## config.mk

```make
export PLATFORM = sky130hd
export DESIGN_NAME = tlp_arbiter
export DESIGN_NICKNAME = d
export VERILOG_FILES = /design/src/rtl/tlp_arbiter.sv
export SDC_FILE = /design/constraint.sdc
export NUM_CORES = 1
export LEC_CHECK = 0
export CAP_MARGIN = 25
export CORE_AREA = 2 2 453 455
export CTS_CLUSTER_SIZE = 30
export DETAILED_ROUTE_END_ITERATION = 10
export DIE_AREA = 0 0 455 457
export PLACE_DENSITY = 0.3
export SYNTH_ARGS = -nofsm -noshare
export SYNTH_HDL_FRONTEND = slang
export SYNTH_SLANG_ARGS = --single-unit
```

## constraint.sdc

```tcl
create_clock -name clk -period 1.7 [get_ports clk]
set_clock_uncertainty 0.1 [all_clocks]
set_input_delay 0.255 -clock clk [delete_from_list [all_inputs] [get_ports clk]]
set_output_delay 0.255 -clock clk [all_outputs]
set_load 0.01 [all_outputs]
```

## src/rtl/tlp_arbiter.sv

```systemverilog
// -----------------------------------------------------------------------------
// tlp_arbiter
//
// Packet-atomic round-robin arbiter merging PORTS upstream TLP streams onto a
// single TLP link (header/payload with sop/eop/valid/ready). A grant is taken
// in IDLE and held from the sop beat through the eop beat, so TLPs from
// different requesters are never interleaved. One bubble cycle separates
// consecutive packets.
//
// Optional build macro:
//   TLP_ARB_PRIO0_EN  port 0 gets strict priority at every arbitration; the
//                     round-robin pointer then rotates over ports 1..PORTS-1
//                     only. Packets in progress are never preempted.
//
// Ports:
//   clk        clock
//   rst        asynchronous reset, active-high
//   in_data    PORTS*PAYLOAD_SIZE payload, port i at [i*PAYLOAD_SIZE +: PAYLOAD_SIZE]
//   in_hdr     PORTS*HEADER_SIZE header, sliced the same way
//   in_sop     per-port start of packet
//   in_eop     per-port end of packet
//   in_valid   per-port beat valid
//   in_ready   per-port beat accepted (only the granted port can see ready)
//   out_data   merged payload
//   out_hdr    merged header
//   out_sop    merged start of packet
//   out_eop    merged end of packet
//   out_valid  merged beat valid
//   out_ready  downstream ready
//   enable     arbitration enable, only looked at when a new grant is issued
//   grant      one-hot current owner, zero when idle
//   busy       high while a packet is being transferred
//   sop_err    one-cycle pulse, the cycle after a beat with a misplaced sop
// -----------------------------------------------------------------------------
module tlp_arbiter #(
  parameter int PORTS        = 2,
  parameter int DOUBLE_WORD  = 32,
  parameter int HEADER_SIZE  = 4 * DOUBLE_WORD,
  parameter int PAYLOAD_SIZE = 8 * DOUBLE_WORD
) (
  input  logic                            clk,
  input  logic                            rst,
  input  logic [PORTS*PAYLOAD_SIZE-1:0]   in_data,
  input  logic [PORTS*HEADER_SIZE-1:0]    in_hdr,
  input  logic [PORTS-1:0]                in_sop,
  input  logic [PORTS-1:0]                in_eop,
  input  logic [PORTS-1:0]                in_valid,
  output logic [PORTS-1:0]                in_ready,
  output logic [PAYLOAD_SIZE-1:0]         out_data,
  output logic [HEADER_SIZE-1:0]          out_hdr,
  output logic                            out_sop,
  output logic                            out_eop,
  output logic                            out_valid,
  input  logic                            out_ready,
  input  logic                            enable,
  output logic [PORTS-1:0]                grant,
  output logic                            busy,
  output logic                            sop_err
);

  localparam int IDX_W = $clog2(PORTS);

`ifdef TLP_ARB_PRIO0_EN
  localparam bit PRIO0 = 1'b1;
`else
  localparam bit PRIO0 = 1'b0;
`endif

  typedef enum logic {IDLE, XFER} state_t;

  state_t           state, state_next;
  logic [IDX_W-1:0] owner, owner_next;
  logic [IDX_W-1:0] ptr, ptr_next;
  logic             first_beat, first_beat_next;
  logic             sop_err_next;
  logic [IDX_W-1:0] winner;
  logic             winner_found;
  logic             fire;

  // Per-port views of the flattened data/header buses.
  logic [PAYLOAD_SIZE-1:0] data_arr [PORTS];
  logic [HEADER_SIZE-1:0]  hdr_arr  [PORTS];

  always_comb begin
    for (int i = 0; i < PORTS; i++) begin
      data_arr[i] = in_data[i*PAYLOAD_SIZE +: PAYLOAD_SIZE];
      hdr_arr[i]  = in_hdr[i*HEADER_SIZE +: HEADER_SIZE];
    end
  end

  // Winner search: first valid port at or above the pointer, wrapping. In
  // priority mode port 0 pre-empts the search and is skipped by the rotation.
  always_comb begin
    int               idx;
    logic [IDX_W-1:0] idx_sel;
    winner       = '0;
    winner_found = 1'b0;
    if (PRIO0 && in_valid[0]) begin
      winner_found = 1'b1;
    end
    for (int k = 0; k < PORTS; k++) begin
      idx = int'(ptr) + k;
      if (idx >= PORTS) idx = idx - PORTS;
      idx_sel = IDX_W'(idx);
      if (!winner_found && !(PRIO0 && idx == 0) && in_valid[idx_sel]) begin
        winner       = idx_sel;
        winner_found = 1'b1;
      end
    end
  end

  // Datapath: outputs follow the owner's inputs only while transferring.
  always_comb begin
    out_data  = '0;
    out_hdr   = '0;
    out_sop   = 1'b0;
    out_eop   = 1'b0;
    out_valid = 1'b0;
    in_ready  = '0;
    grant     = '0;
    fire      = 1'b0;
    if (state == XFER) begin
      out_data        = data_arr[owner];
      out_hdr         = hdr_arr[owner];
      out_sop         = in_sop[owner];
      out_eop         = in_eop[owner];
      out_valid       = in_valid[owner];
      in_ready[owner] = out_ready;
      grant[owner]    = 1'b1;
      fire            = in_valid[owner] && out_ready;
    end
  end

  assign busy = (state == XFER);

  always_comb begin
    // NOTE: every signal assigned here gets a default first, so no path
    // through the case leaves one unassigned and a latch is never inferred.
    state_next      = state;
    owner_next      = owner;
    ptr_next        = ptr;
    first_beat_next = first_beat;
    sop_err_next    = 1'b0;
    case (state)
      IDLE: begin
        if (enable && winner_found) begin
          state_next      = XFER;
          owner_next      = winner;
          first_beat_next = 1'b1;
        end
      end
      XFER: begin
        if (fire) begin
          first_beat_next = 1'b0;
          // sop must appear on the first beat of a grant and nowhere else.
          sop_err_next    = first_beat ? !out_sop : out_sop;
          if (out_eop) begin
            state_next = IDLE;
            if (owner == IDX_W'(PORTS - 1)) begin
              ptr_next = PRIO0 ? IDX_W'(1) : '0;
            end else if (!(PRIO0 && owner == '0)) begin
              ptr_next = owner + IDX_W'(1);
            end
          end
        end
      end
      default: state_next = IDLE;
    endcase
  end

  // NOTE: state registers use non-blocking assignments so every flop samples
  // the values from before the edge, regardless of statement order.
  always_ff @(posedge clk or posedge rst) begin
    if (rst) begin
      state      <= IDLE;
      owner      <= '0;
      ptr        <= '0;
      first_beat <= 1'b0;
      sop_err    <= 1'b0;
    end else begin
      state      <= state_next;
      owner      <= owner_next;
      ptr        <= ptr_next;
      first_beat <= first_beat_next;
      sop_err    <= sop_err_next;
    end
  end

endmodule

```

==> out/metrics.csv, run 1 <==
metric,value,unit
# port buffers,1170,
clock latency on the worst-skew pair,0.23,ns
# rows,166,
placer congestion estimate,0.954,
worst reg-to-reg setup slack,-0.45,ns
Min-Delay Path Class,primary input to asynchronous set/reset pin,
remaining global-route overflow,0,
# nets final,2996,
crit path kind,register to output pin,
via count,13400,
total power,41.1,mW
placement-stage worst setup slack,-0.804,ns
Mapped Cells,888,
worst setup path start,owner,
sequential share of the synthesized area,2.05,%
Setup crit end,out_data[100],
die area,208000,sq um
period utilization,136,%
reg2reg path depth,9,
Synth Area per Inst,6.87,sq um
status,"finished, violations left",
FF-to-FF End,sop_err,
Synth Flop Type,dfrtp_1,
#FFs+latches synth,5,
Final WS setup,-0.614,ns
Syn. warnings,0,
initial antenna violation count,193,
Pwr Density,1600,nW/um^2
Post-Syn Area,6100,sq um
Num CTS Buffers,3,
I/O pins,1171,
root buffer cell,clkbuf_16,
"Data required, critical path",1.34,ns
Async SR Flop Fraction,100,%
Max Freq,432,MHz
CP startpoint kind,register,
maxcap violations,0,
peak supply drop,0.401,mV
vias in the first global route,13100,
"top cells by area, synth","mux2i_1 (64%), nor2_1 (24%), buf_2 (5.4%), dfrtp_1 (2.1%), buf_6 (1.5%)",
most frequent cell after synthesis,nor2_1,
share of layout cells above drive strength 1,35.5,%
cell taking the most area after synthesis,mux2i_1,
RSZ-0062 raised after global routing,true,
"critical path fanouts, max",6,
Least-Margin Pin Slew,0.541,ns
ANT nets after route,0,
core area,203000,sq um
fillcell total,23400,
Static Leak,10.5,nW
CTS tree,yes,
most instantiated cells after synthesis,"nor2_1 (388), mux2i_1 (387), buf_2 (66), buf_4 (9), buf_6 (8)",
RR Startpoint,owner,
"Hold Violations, Final",0,
First-pass DRT Iterations,5,
area grow syn2layout,322,%
largest net degree at the start of global routing,56,
DRC violation total after the first TritonRoute iteration,601,
wire per inst,37.7,um
Die X,455,um
GRT Resource Usage Total,17.0,%
crit path time final,2.31,ns
CP arrival,1.96,ns
Yosys top cell area share,63.5,%
Post-DP HPWL,174000,um
Slew headroom,63.9,%
Crit. End Element,output pin,
Initial Util,3.00,%
total clock sinks,5,
Total Wirelength,186000,um
drt drc,0,
Post-synth EDFFs,0,
failing checks,negative setup slack,
first-pass GRT wire length,212000,um
final setup vio count,395,
CTS clock-pin slew for the worst setup and hold paths,0.03,ns
Die Ht,457,um
Longest Clk Path Bufs,2,
Pins Over Slew Limit,0,
synth unique cells,22,
Post-Syn Nets,1666,
vias per cell,2.71,
# H-tree levels,1,
through the flow:
step / utilization, % / cell area [sq um] / setup TNS [ns] / cells / hold slack [ns]
floorplan: - / 6100 / 0 / 888 / -0.0665
global placement: 11.5 / 23300 / -186.67 / 4847 / 0.374
finish: 12.7 / 25700 / -171.23 / 4929 / 0.147
CTS: 12.1 / 24700 / -187.29 / 4881 / 0.159
global route: 12.6 / 25700 / -195.15 / 4913 / 0.172
detailed placement: 11.5 / 23300 / -187.30 / 4847 / 0.382
worst min path at each step:
stage                from          to  slack (ns)  cells after the start
2_1_floorplan         rst        busy       -0.07                      1
3_3_place_gp   first_beat  first_beat        0.37                      1
3_5_place_dp   first_beat  first_beat        0.38                      1
4_1_cts               rst     sop_err        0.16                      2
5_1_grt               rst        busy        0.17                      2
6_report              rst        busy        0.15                      2
power by group:
group | total (mW) | leakage, nW | internal [mW] | switching (mW)
clock network | 0.387 | 0.0383 | 0.311 | 0.0765
logic | 40.5 | 10.4 | 19.4 | 21.0
registers | 0.236 | 0.0584 | 0.182 | 0.0546
per-layer routing:
metal  global-route usage [%]  up-vias  share of wire [%]
li1                         -     5720                  -
met1                     18.0     6248                 36
met2                     30.8      984                 50
met3                     8.46      308                 12
met4                     1.55       92                1.6
met5                        0        -               0.32
timing repair:
action / in CTS / in global routing
hold buffers: 0 / 0
cloned: 11 / 7
gates resized for setup: 676 / 363
pin swaps: 21 / 20
hold endpoints to repair: 0 / 0
setup endpoints to repair: 395 / 395
buffers inserted: 27 / 28
placed cells by master, fill, tap and decap left out, drive strengths merged:
cell type / netlist / final
clkdlybuf4s50: 0 / 777
nand4b: 1 / 1
and3: 1 / 1
bufbuf: 0 / 1
and2: 2 / 2
diode: 0 / 24
o21a: 1 / 1
a21oi: 2 / 2
nor2: 388 / 388
mux2i: 387 / 387
nand3: 1 / 1
a21o: 2 / 2
clkdlybuf4s15: 0 / 5
or3: 1 / 1
nor2b: 1 / 1
buf: 83 / 532
a31oi: 1 / 1
mux2: 1 / 1
inv: 3 / 3
dfrtp: 5 / 5
nand2: 2 / 2
dlymetal6s2s: 0 / 4
dlygate4sd2: 0 / 70
o21ai: 1 / 1
clkbuf: 5 / 28
flip-flops by register name (all words and copies together), names as in the netlist:
name and flops:
sop_err 1, busy 1, owner 1, ptr 1
first_beat 1
critical path, stage by stage, from the launching register on:
cell and delay (ns):
dfrtp_4 0.49, buf_12 0.16, buf_16 0.16, buf_8 0.15
buf_12 0.15, mux2i_4 0.20, nor2_1 0.10, buf_4 0.16
buf_12 0.12
kinds of logic (layout without fill, tap and decap cells):
kind of cell           count (synthesis)  count (layout)  synth area share, %
AND/OR/NAND/NOR                      397             397                 25.0
multiplexers                         388             388                 63.7
buffers and inverters                 91            1420                 8.52
AO/OA/AOI/OAI                          7               7                0.718
flip-flops                             5               5                 2.05
other                                  0              24                    0
layout make-up:
| cell class | instances | area (sq um) | share of cell area (%) |
|---|---|---|---|
| clock buffer | 4 | 78.8 | 0.306 |
| antenna | 24 | 60.1 | 0.233 |
| multi-input combinational | 792 | 6940 | 27.0 |
| inverter | 3 | 18.8 | 0.0729 |
| timing repair buffer | 1413 | 15100 | 58.8 |
| sequential | 5 | 129 | 0.501 |
| tap | 2688 | 3360 | 13.1 |
(Power assumes the default switching activity.)
==> inputs of run 2 (changes only) <==
- PLACE_DENSITY: 0.3 -> unset
==> run 2 against run 1 <==
Against the previous run: the run still ends with negative setup slack left; final cell count rose by 2.2%; fmax fell by 5.4%; first-iteration DRC count rose by 32%; power rose by 27%; global-route usage rose by 2.2 points; critical path depth fell by 1; utilization rose by 1.8 points; worst hold slack improved by 0.10 ns; die area did not move; cell area rose by 14%; critical path type unchanged; largest cell class unchanged; largest power group unchanged.
==> out/metrics.csv, run 2 (synthesized netlist as in run 1, its figures left out) <==
metric,value,unit,change
status,"finished, violations left",,
failing checks,negative setup slack,,
Register Area,130,sq um,+0.97%
final hold slack,0.248,ns,+0.101 ns
Clock Power Share,0.8,%,about the same
First-pass DRT Iterations,5,,unchanged
# rows,166,,unchanged
crit path time final,2.45,ns,+0.132 ns
Total Wirelength,212000,um,+14%
Initial Util,3.00,%,unchanged
wire per inst,42.1,um,+12%
total clock sinks,5,,unchanged
Static Leak,11.6,nW,+10%
ANT nets after route,0,,unchanged
# H-tree levels,1,,unchanged
DRC violation total after the first TritonRoute iteration,795,,+32%
period utilization,144,%,+7.7 points
"commonest non-fill, non-tap cell in the layout",clkdlybuf4s50_1,,
via count,14300,,+6.8%
largest net degree at the start of global routing,49,,-13%
NetSw,25.8,mW,+22%
crit path kind,register to output pin,,
RSZ-0062 raised after global routing,true,,
Least-Margin Pin Slew,0.597,ns,+0.0568 ns
maxcap violations,0,,unchanged
most frequent cells in the layout,"clkdlybuf4s50_1 (778), buf_12 (274), mux2i_1 (220)",,
FF-to-FF End,sop_err,,
peak supply drop,0.855,mV,+110%
# nets final,3091,,+3.2%
Longest Clk Path Bufs,2,,unchanged
die area,208000,sq um,unchanged
area grow syn2layout,382,%,
placer congestion estimate,1.02,,+6.5%
fillcell total,22900,,-2.1%
Crit. End Element,output pin,,
Post-DP HPWL,197000,um,+13%
Die X,455,um,unchanged
initial antenna violation count,220,,+14%
Min-Delay Path Class,primary input to asynchronous set/reset pin,,
CTS tree,yes,,
reg2reg path depth,9,,unchanged
I/O pins,1171,,unchanged
CP startpoint kind,register,,
CTS clock-pin slew for the worst setup and hold paths,0.04,ns,about the same
Pwr Density,1780,nW/um^2,+11%
"critical path fanouts, max",7,,+1
total power,52.3,mW,+27%
core area,203000,sq um,unchanged
CP arrival,2.09,ns,+0.13 ns
vias in the first global route,13400,,+2.3%
"Data required, critical path",1.34,ns,about the same
Slew headroom,60.1,%,-3.8 points
placement-stage worst setup slack,-0.951,ns,-0.147 ns
sequential power share,0.5,%,about the same
combinational cell fraction of total power,98.7,%,+0.2 points
root buffer cell,clkbuf_16,,
remaining global-route overflow,0,,unchanged
CTS Hold Bufs,0,,unchanged
Die Ht,457,um,unchanged
Pins Over Slew Limit,0,,unchanged
drt drc,0,,unchanged
Num CTS Buffers,3,,unchanged
area taken by multi-input logic gates,8000,sq um,+15%
GRT Resource Usage Total,19.1,%,+2.2 points
clock latency on the worst-skew pair,0.23,ns,about the same
Final WS setup,-0.746,ns,-0.132 ns
vias per cell,2.83,,+4.5%
sw frac,49.3,%,-2.3 points
RR Startpoint,owner,,
"Hold Violations, Final",0,,unchanged
final setup TNS,-204.87,ns,-33.63 ns
final setup vio count,396,,+0.25%
first-pass GRT wire length,235000,um,+11%
placed instance area,24800,sq um,+6.5%
Max Freq,409,MHz,-5.4%
worst reg-to-reg setup slack,-0.57,ns,-0.12 ns
internal power,26.5,mW,+33%
share of layout cells above drive strength 1,47.3,%,+12 points
# port buffers,1170,,unchanged
Final Instance Area,29400,sq um,+14%
## run 2: cell types whose count changed in the layout (fill, tap and decap cells not counted), moves of 13 or more
cell,delta
nor2_1,-112
buf_4,+14
diode_2,+15
mux2i_4,+50
nor2_2,+75
dlygate4sd2_1,-63
mux2i_1,-43
buf_8,+13
buf_12,+126
nor2_4,+37
## run 2: critical path, cell delays in order, from the launching register on
cell     delay, ns
dfrtp_4       0.52
buf_16        0.19
buf_12        0.18
buf_12        0.14
buf_8         0.12
mux2i_4       0.19
nor2_4        0.31
buf_12        0.15
## run 2: power groups by stage
stage | Clock [mW] | Sequential [mW] | Combinational (mW)
after floorplan | 0 | 0.202 | 10.9
after global placement | 0 | 0.248 | 41.9
after detailed placement | 0 | 0.248 | 41.9
after CTS | 0.416 | 0.261 | 46.1
after global routing | 0.430 | 0.276 | 53.4
final | 0.403 | 0.264 | 51.6
## run 2: how the worst max path moves through the flow
stage	end	start	slack (ns)	cells past startpoint
after floorplan	out_data[208]	busy	0.08	6
after global placement	out_data[49]	owner	-0.92	7
after detailed placement	out_data[49]	owner	-0.95	7
after CTS	out_data[49]	owner	-0.77	7
after global routing	out_valid	owner	-0.74	7
final	out_data[49]	owner	-0.75	7
## run 2: stage by stage
| step | util [%] | std cells |
|---|---|---|
| after floorplan | - | 888 |
| after global placement | 12.2 | 4866 |
| after detailed placement | 12.2 | 4866 |
| after CTS | 13.1 | 4924 |
| after global routing | 14.4 | 5016 |
| final | 14.5 | 5039 |
## run 2: area by class of cell
cell class	count	share of cell area (%)
timing repair buffer	1508	60.2
multi-input combinational	792	27.2
tap	2688	11.4
sequential	5	0.443
antenna	39	0.332
clock buffer	4	0.268
inverter	3	0.0809
## run 2: routing by layer
layer  track usage (%)  vias up  wire length (um)
met5                 0        -               649
met4              2.45       94              4730
met3              7.36      348             20700
met2              33.8     1036            103000
met1              22.2     6855             82900
li1                  -     5931                 -
## run 2: what timing repair did
| item | in CTS | in global routing |
|---|---|---|
| endpoints found under the hold margin | 0 | 0 |
| pin swaps | 16 | 79 |
| endpoints found under the setup margin | 396 | 396 |
| gates cloned | 13 | 14 |
| resized for setup | 519 | 694 |
| buffers inserted | 42 | 103 |
==> inputs of run 3 (changes only) <==
- SKIP_CTS_REPAIR_TIMING: unset -> 1
==> run 3 against run 2 <==
Against the previous run: the flow still finishes with violations (negative setup slack); global-route usage is 0.34 points lower; power shrank 0.95%; worst hold slack lost 0.0041 ns; via count shrank 0.80%; register-to-register slack gained 0.28 ns.
==> out/metrics.csv, run 3 (synthesized netlist as in run 1, its figures left out) <==
metric,value,unit,change
most frequent cells in the layout,"clkdlybuf4s50_1 (778), buf_12 (270), buf_4 (218)",,
CTS clock-pin slew for the worst setup and hold paths,0.04,ns,about the same
CTS tree,yes,,
"Slowest-stage cell, CP",dfrtp_4,,
CP arrival,2.07,ns,-0.02 ns
drt drc,0,,unchanged
Pins Over Slew Limit,0,,unchanged
"Hold Violations, Final",0,,unchanged
Least-Margin Pin Slew,0.487,ns,-0.111 ns
Min-Delay Path Class,primary input to asynchronous set/reset pin,,
Static Leak,11.9,nW,+2.4%
"commonest non-fill, non-tap cell in the layout",clkdlybuf4s50_1,,
Initial Util,3.00,%,unchanged
# rows,166,,unchanged
Final WS setup,-0.725,ns,+0.0208 ns
clock latency on the worst-skew pair,0.24,ns,about the same
"Data required, critical path",1.34,ns,about the same
I/O pins,1171,,unchanged
CP startpoint kind,register,,
GRT Resource Usage Total,18.8,%,-0.34 points
"Buf+Inv Stages, Crit Path",6,,+1
die area,208000,sq um,unchanged
remaining global-route overflow,0,,unchanged
Pwr Density,1760,nW/um^2,-1.2%
vias per cell,2.81,,-0.60%
fillcell total,22900,,+0.10%
Die X,455,um,unchanged
total clock sinks,5,,unchanged
wire per inst,41.9,um,-0.55%
final setup vio count,394,,-0.51%
Slew headroom,67.5,%,+7.4 points
share of layout cells above drive strength 1,47.2,%,-0.094 points
Post-DP HPWL,197000,um,unchanged
"CP delay by family, top",buffers and inverters,,
crit-path most repeated cell,buf_12,,
first-pass GRT wire length,230000,um,-2.0%
crit path time final,2.43,ns,-0.0208 ns
# port buffers,1170,,unchanged
DRC violation total after the first TritonRoute iteration,811,,+2.0%
largest net degree at the start of global routing,49,,unchanged
critical path's largest stage delay,0.50,ns,-0.02 ns
vias in the first global route,12900,,-3.9%
First-pass DRT Iterations,4,,-1
Longest Clk Path Bufs,2,,unchanged
crit path kind,register to output pin,,
RSZ-0062 raised after global routing,true,,
area grow syn2layout,383,%,
peak supply drop,0.860,mV,+0.49%
core area,203000,sq um,unchanged
Num CTS Buffers,3,,unchanged
Die Ht,457,um,unchanged
# nets final,3085,,-0.19%
ANT nets after route,0,,unchanged
Total Wirelength,211000,um,-0.74%
period utilization,143,%,-1.2 points
Crit. End Element,output pin,,
status,"finished, violations left",,
fin util,14.5,%,+0.040 points
final hold slack,0.244,ns,-0.00411 ns
via count,14200,,-0.80%
maxcap violations,0,,unchanged
placer congestion estimate,1.02,,unchanged
initial antenna violation count,223,,+1.4%
root buffer cell,clkbuf_16,,
"critical path fanouts, max",7,,unchanged
crit path cell chain,"buf_16, buf_16, buf_12, buf_12, mux2i_2, nor2_4, buf_6, buf_12",,
failing checks,negative setup slack,,
# H-tree levels,1,,unchanged
Max Freq,412,MHz,+0.86%
## run 3: layout make-up
class,instances,area (sq um),share of cell area (%)
Timing Repair Buffer,1502,17800,60.2
Clock buffer,4,78.8,0.267
Tap cell,2688,3360,11.4
Multi-Input combinational cell,792,8040,27.3
Antenna cell,35,87.6,0.297
Sequential cell,5,130,0.441
Inverter,3,23.8,0.0806
## run 3: per-layer routing
metal / up-vias / wire, um / GRT usage, % / share of wire [%]
met1: 6757 / 81700 / 21.8 / 39
met5: - / 681 / 0 / 0.32
met4: 98 / 5470 / 2.90 / 2.6
li1: 5908 / - / - / -
met2: 1032 / 102000 / 32.9 / 48
met3: 355 / 20900 / 7.31 / 9.9
## run 3: final timing paths
check	to	slack (ns)	cells past startpoint	start
min reg2reg	first_beat	0.39	1	first_beat
max in group asynchronous	owner	0.94	2	rst
min in group clk	first_beat	0.39	1	first_beat
max reg2reg	sop_err	-0.29	8	owner
max	out_data[11]	-0.73	8	owner
min	sop_err	0.24	2	rst
## run 3: per-stage QoR
| step | instances | area, sq um | worst slack [ns] | total power, mW | TNS (ns) |
|---|---|---|---|---|---|
| 2_1_floorplan | 888 | 6100 | 0.0758 | 11.1 | 0 |
| 3_3_place_gp | 4866 | 24800 | -0.921 | 42.1 | -145.76 |
| 3_5_place_dp | 4866 | 24800 | -0.951 | 42.1 | -151.26 |
| 4_1_cts | 4870 | 24900 | -1.20 | 42.6 | -249.56 |
| 5_1_grt | 5010 | 29400 | -0.732 | 53.5 | -208.40 |
| 6_report | 5029 | 29500 | -0.725 | 51.8 | -196.01 |
## run 3: power breakdown
| group | internal, mW | total [mW] | switching, mW | leakage (nW) |
|---|---|---|---|---|
| combinational | 25.8 | 51.1 | 25.3 | 11.8 |
| sequential | 0.184 | 0.256 | 0.0720 | 0.0576 |
| clock | 0.312 | 0.404 | 0.0919 | 0.0384 |
